<file path="config.mk">
export PLATFORM = sky130hd
export DESIGN_NAME = instruction_fetch
export DESIGN_NICKNAME = d
export VERILOG_FILES = /design/src/rtl/instruction_fetch.sv
export SDC_FILE = /design/constraint.sdc
export NUM_CORES = 1
export LEC_CHECK = 0
export CAP_MARGIN = 20
export CORE_ASPECT_RATIO = 1.4
export CORE_MARGIN = 2
export CORE_UTILIZATION = 40
export DETAILED_ROUTE_END_ITERATION = 10
export GPL_ROUTABILITY_DRIVEN = 0
export PLACE_DENSITY = 0.82
export SLEW_MARGIN = 0
export SYNTH_ARGS = -nofsm -noshare
export SYNTH_HDL_FRONTEND = slang
export SYNTH_SLANG_ARGS = --single-unit
</file>
<file path="constraint.sdc">
create_clock -name Clk -period 9.6 [get_ports Clk]
set_clock_uncertainty 0.05 [all_clocks]
set_input_delay 1.44 -clock Clk [delete_from_list [all_inputs] [get_ports Clk]]
set_output_delay 1.44 -clock Clk [all_outputs]
set_load 0.05 [all_outputs]
</file>
<file path="src/rtl/instruction_fetch.sv">
// Fetch stage: holds the PC and issues word reads over a req/ack handshake; 1-cycle min fetch latency.
// Backpressure: memory stalls by holding ack low (REQ persists); decode stalls by withholding PC_LdEn (VALID holds).
module instruction_fetch #(
   parameter logic [31:0] RESET_PC = 32'h0000_0000
) (
   input  logic        Clk,
   input  logic        Reset_n,
   input  logic        PC_LdEn,
   input  logic        PC_sel,
   input  logic [31:0] Immed,
   output logic        Imem_req,
   output logic [31:0] Imem_addr,
   input  logic        Imem_ack,
   input  logic [31:0] Imem_rdata,
   output logic [31:0] Instr,
   output logic        Instr_valid,
   output logic [31:0] PC,
   output logic        Busy
);

   typedef enum logic [1:0] {
      IDLE  = 2'd0,
      REQ   = 2'd1,
      VALID = 2'd2
   } state_t;

   state_t      state_q;
   logic [31:0] pc_q;
   logic [31:0] instr_q;
   logic        instr_vld_q;
   logic [31:0] next_pc_d;

   // Branch offset is a word count; the shift drops Immed[31:30], matching 32-bit wrap.
   assign next_pc_d = pc_q + 32'd4 + (PC_sel ? {Immed[29:0], 2'b00} : 32'd0);

   always_ff @(posedge Clk) begin
      if (!Reset_n) begin
         state_q     <= IDLE;
         pc_q        <= RESET_PC;
         instr_q     <= 32'h0;
         instr_vld_q <= 1'b0;
      end else begin
         case (state_q)
            IDLE: begin
               state_q <= REQ;
            end
            REQ: begin
               if (Imem_ack) begin
                  instr_q     <= Imem_rdata;
                  instr_vld_q <= 1'b1;
                  state_q     <= VALID;
               end
            end
            VALID: begin
               if (PC_LdEn) begin
                  pc_q        <= next_pc_d;
                  instr_vld_q <= 1'b0;
                  state_q     <= REQ;
               end
            end
            default: begin
               state_q <= IDLE;
            end
         endcase
      end
   end

   assign Imem_req    = (state_q == REQ);
   assign Busy        = (state_q == REQ);
   assign Imem_addr   = {pc_q[31:2], 2'b00};
   assign Instr       = instr_q;
   assign Instr_valid = instr_vld_q;
   assign PC          = pc_q;

endmodule

</file>
## Word level (Yosys, flattened, before mapping)

Cells that the tools add are included.

| word-level totals | value |
|---|---|
| bits of input ports | 69 |
| memories kept | 0 |
| register bits | 67 |
| output and inout port bits | 99 |
| bits in latches | 0 |
| memory bits (read-only) | 0 |
| bits in writable memories | 0 |

| cells by class | value |
|---|---|
| shift-type cells | 0 |
| add/subtract/negate cells | 2 |
| multipliers | 0 |
| muxes and demuxes | 7 |
| $lt $le $gt $ge | 0 |
| reductions and logical operators | 6 |
| bitwise logic cells | 0 |
| eq/ne operators | 4 |
| divide/modulo/power cells | 0 |

Operator list:

| cell | number |
|---|---|
| 32-bit by 3-bit adder with 32-bit output (second input constant) | 1 |
| 32-bit adder | 1 |
| 32-bit two-way mux | 1 |
| 2-bit case mux with 3 select lines | 1 |
| 2-bit AND reduction | 3 |
| 2-bit two-way mux | 2 |
| 2-bit inequality test (second input constant) | 2 |
| 3-bit AND reduction | 1 |
| 2-bit by 1-bit equality test with 1-bit output (second input constant) | 1 |
| 2-bit equality test (second input constant) | 1 |
| 2-bit zero test | 1 |
| 1-bit two-way mux | 2 |
| 1-bit case mux with 2 select lines | 1 |
| 2-bit nonzero test | 1 |

## Longest topological paths before layout

| depth | value |
|---|---|
| word-level depth | 3 |
| depth in mapped cells | 12 |

## Worst setup path before layout

Ideal clock, no wire load.

| timing path | value |
|---|---|
| kind | input-to-reg |
| from | input PC_sel |
| to | register pc_q[29], in the netlist PC[29] |
| data required time | 9.433 ns |
| library setup time | 0.117 ns |
| stages | 12 |
| data arrival time | 4.088 ns |
| slack | 5.345 ns |
| path through | clkbuf_1 -> clkbuf_1 -> and2_1 -> ha_1 -> ha_1 -> fa_1 -> a211oi_2 -> o211ai_2 -> a21oi_2 -> nor4_1 -> or3_1 -> a32o_1 |

| on the way | value |
|---|---|
| word-level cells in the longest chain between the ends | 2 |

RTL lines:

| element | line | RTL |
|---|---|---|
| from (decl) | 9 | `input logic PC_sel,` |
| 32-bit two-way mux | 34 | `assign next_pc_d = pc_q + 32'd4 + (PC_sel ? {Immed[29:0], 2'b00} : 32'd0);` |
| 32-bit adder | 34 |  |
| to (signal assigned) | 56 | `pc_q <= next_pc_d;` |
| to (decl) | 28 | `logic [31:0] pc_q;` |

Every way passes these cells.
A chain may end at the register's enable or synchronous reset.

## Worst setup path after layout

Ends and elaborated chain as after synthesis.

==> flow_summary.ini <==
[status]
status = finished clean

[setup_path]
critPathMaxFanout = 30
end_kind = register
cpMaxStageDelayCell = clkdlybuf4s50_1
crit_top_cell = ha_1
slowest_delay_ns = 0.45
arrival_ns = 4.76
cp_data_required_time_ns = 9.76
path_class = input port to register
cp_cell_sequence = clkdlybuf4s50_1, buf_4, and2_1, ha_1, ha_1, fa_1, a211oi_2, o211ai_2, a21oi_2, nor4_1, or3_1, a32o_1
cp-start-kind = input port

[clocking]
htreeDepth = 3
post_cts_buffers = 0
hold_buffers = 0
clk_path_buf_depth = 2
cts_buffers = 9
path_clk_slew_ns = 0.05
clock_latency_ns = 0.32
cts.sinks = 65
post_cts_resized = 0
cts_root_buffer = clkbuf_16
cts_tree = built

[min_path]
hold_class = register to register

[global_route]
grt_usage_pct = 18.8
grt_overflow = 0
grt_pass1_vias = 4587
grt_max_degree = 61
grt_pass1_wl_mm = 20.4
grt_antenna_before_repair = 0

[timing]
slew_violations = 0
finalHoldViolations = 0
setup_slack_ns = 5.00
worstMarginPinSlew_ns = 1.03
fmax_ghz = 0.217
relSlewSlack_pct = 31.2
setup_viol = 0
holdWs_ns = 0.420
period_share_pct = 47.9
fin_setup_tns_ns = 0
rsz0062_at_grt = false
layout_min_cycle_time_ns = 4.60

[placement]
place_ws_ns = 4.71
dpl.hpwl_mm = 9.61
dp_cells = 843
io_buffers = 161

[die]
ioPinCount = 168
initial_utilization_pct = 40.8
rows = 47
fp.dieW_um = 96.8
die_area_um2 = 13000
core-area_um2 = 11800
die_height_um = 134

[yosys]
yosysTopAreaCell = dfxtp_1
synth_edf_count = 0
synth_top_cell_area_share_pct = 27.0
syn-instance-count = 599
syn_area_um2 = 4820
synth-seq-area-share_pct = 27.0
async_flop_share_pct = 0
netlist_top_cells_area = dfxtp_1 27%, ha_1 15%, nand2_1 9.1%, a21boi_0 6.2%, buf_4 6.1%
syn-mean-instance-area_um2 = 8.05
synth_warnings = 0
synth_cell_types = 56
ys_seq_elements = 65
synthFlopType = dfxtp_1

[route]
post-route-drc-count = 0
drt_iter0_drc = 171
wl_per_cell_um = 14.4
dr_total_vias = 4552
drt_wl_total_mm = 12.4
firstDrtPassIters = 5
final_antenna_net_count = 0
post_drt_via_cell_ratio = 5.31

[flow_run]
drv_cap = 0

[cells_and_area]
drive_above_1_share_pct = 4.64
diodes = 0
layout_commonest_cell = clkdlybuf4s50_1
final-instance-count-excl-fill = 858
area_growth_pct = 35.5
mostFrequentLayoutCells = 160 x clkdlybuf4s50_1, 117 x nand2_1, 65 x dfxtp_1
fin_nets = 834

[power_and_ir_drop]
leakage_nw = 2.59
finalPower_uw = 768
cellPowerDensity_nw_per_um2 = 118
p_sw_share_pct = 27.5
clkPwrFrac_pct = 42.7
internal_power_uw = 557
combPwrFrac_pct = 20.2
p_sw_uw = 211
p_seq_share_pct = 37.1
ir_drop_mv = 0.116
-- layout make-up --
cell class	instances	area [um2]
multi-input combinational	460	3080
inverter	8	30.0
timing repair buffer	163	1640
sequential	65	1300
clock buffer	12	256
fill	1070	5290
tap	147	184
clock inverter	3	40.0
-- logic make-up after synthesis --
group                    Yosys count  synth area share (%)
AND/OR/NAND/NOR                  213                  21.0
adder cells (fa/ha/maj)           58                  15.2
XOR/XNOR                          19                  3.45
flip-flops                        65                  27.0
buffers and inverters             77                  9.47
AO/OA/AOI/OAI                    165                  23.6
multiplexers                       1                 0.208
other                              1                0.0778
-- power groups by stage --
stage | combinational [mW] | clock [mW] | sequential (mW)
after floorplan | 0.0710 | 0 | 0.318
after global placement | 0.151 | 0 | 0.290
after detailed placement | 0.155 | 0 | 0.291
after CTS | 0.156 | 0.334 | 0.285
after global routing | 0.167 | 0.345 | 0.286
final | 0.155 | 0.328 | 0.285
-- state kept, by name, indices dropped and copies added, names as in the netlist --
register	count
PC	30
Instr	32
Instr_valid	1
state_q	2
-- worst paths after layout --
| path | start | to | slack, ns | cells after the start |
|---|---|---|---|---|
| min reg2reg | Instr[8]$_SDFFE_PN0P_ | Instr[8]$_SDFFE_PN0P_ | 0.42 | 2 |
| min | Instr[8]$_SDFFE_PN0P_ | Instr[8]$_SDFFE_PN0P_ | 0.42 | 2 |
| max | PC_sel | PC[29]$_SDFFE_PN0P_ | 5.00 | 12 |
| max reg2reg | PC[3]$_SDFFE_PN0P_ | PC[29]$_SDFFE_PN0P_ | 6.59 | 9 |
-- synthesized netlist by cell type, drive strengths merged, types with 3 or more instances --
cell / instances
o21bai: 5
o31ai: 4
nand2: 117
o21a: 3
nor2b: 4
buf: 47
o21ai: 39
nand3: 6
o221ai: 3
xor2: 8
ha: 57
nand4: 14
xnor2: 11
a32o: 4
dfxtp: 65
a21boi: 40
or3: 4
a21oi: 35
o211ai: 6
inv: 8
a21o: 7
and2: 44
nor2: 15
a211oi: 5
clkbuf: 22
-- critical path: cells and delay by family --
family	cells	cell delay (ns)
buf+inv	2	0.71
simple gates	3	0.64
fa+ha+maj	3	0.90
compound gates	4	1.04
-- routing by layer --
| layer | wire length, um | vias to the layer above | part of all wire (%) | track usage (%) |
|---|---|---|---|---|
| met5 | 0 | - | 0 | 0 |
| met4 | 298 | 0 | 2.4 | 8.45 |
| met3 | 826 | 19 | 6.7 | 5.00 |
| met2 | 6580 | 156 | 53 | 36.1 |
| met1 | 4650 | 2092 | 38 | 18.8 |
| li1 | - | 2285 | - | - |
-- per-stage QoR --
| step | instance area, um2 | util (%) |
|---|---|---|
| floorplan | 4830 | - |
| global placement | 6210 | 52.5 |
| detailed placement | 6230 | 52.7 |
| CTS | 6530 | 55.2 |
| global route | 6530 | 55.2 |
| finish | 6530 | 55.2 |
Power figures use the tool's default switching activity.
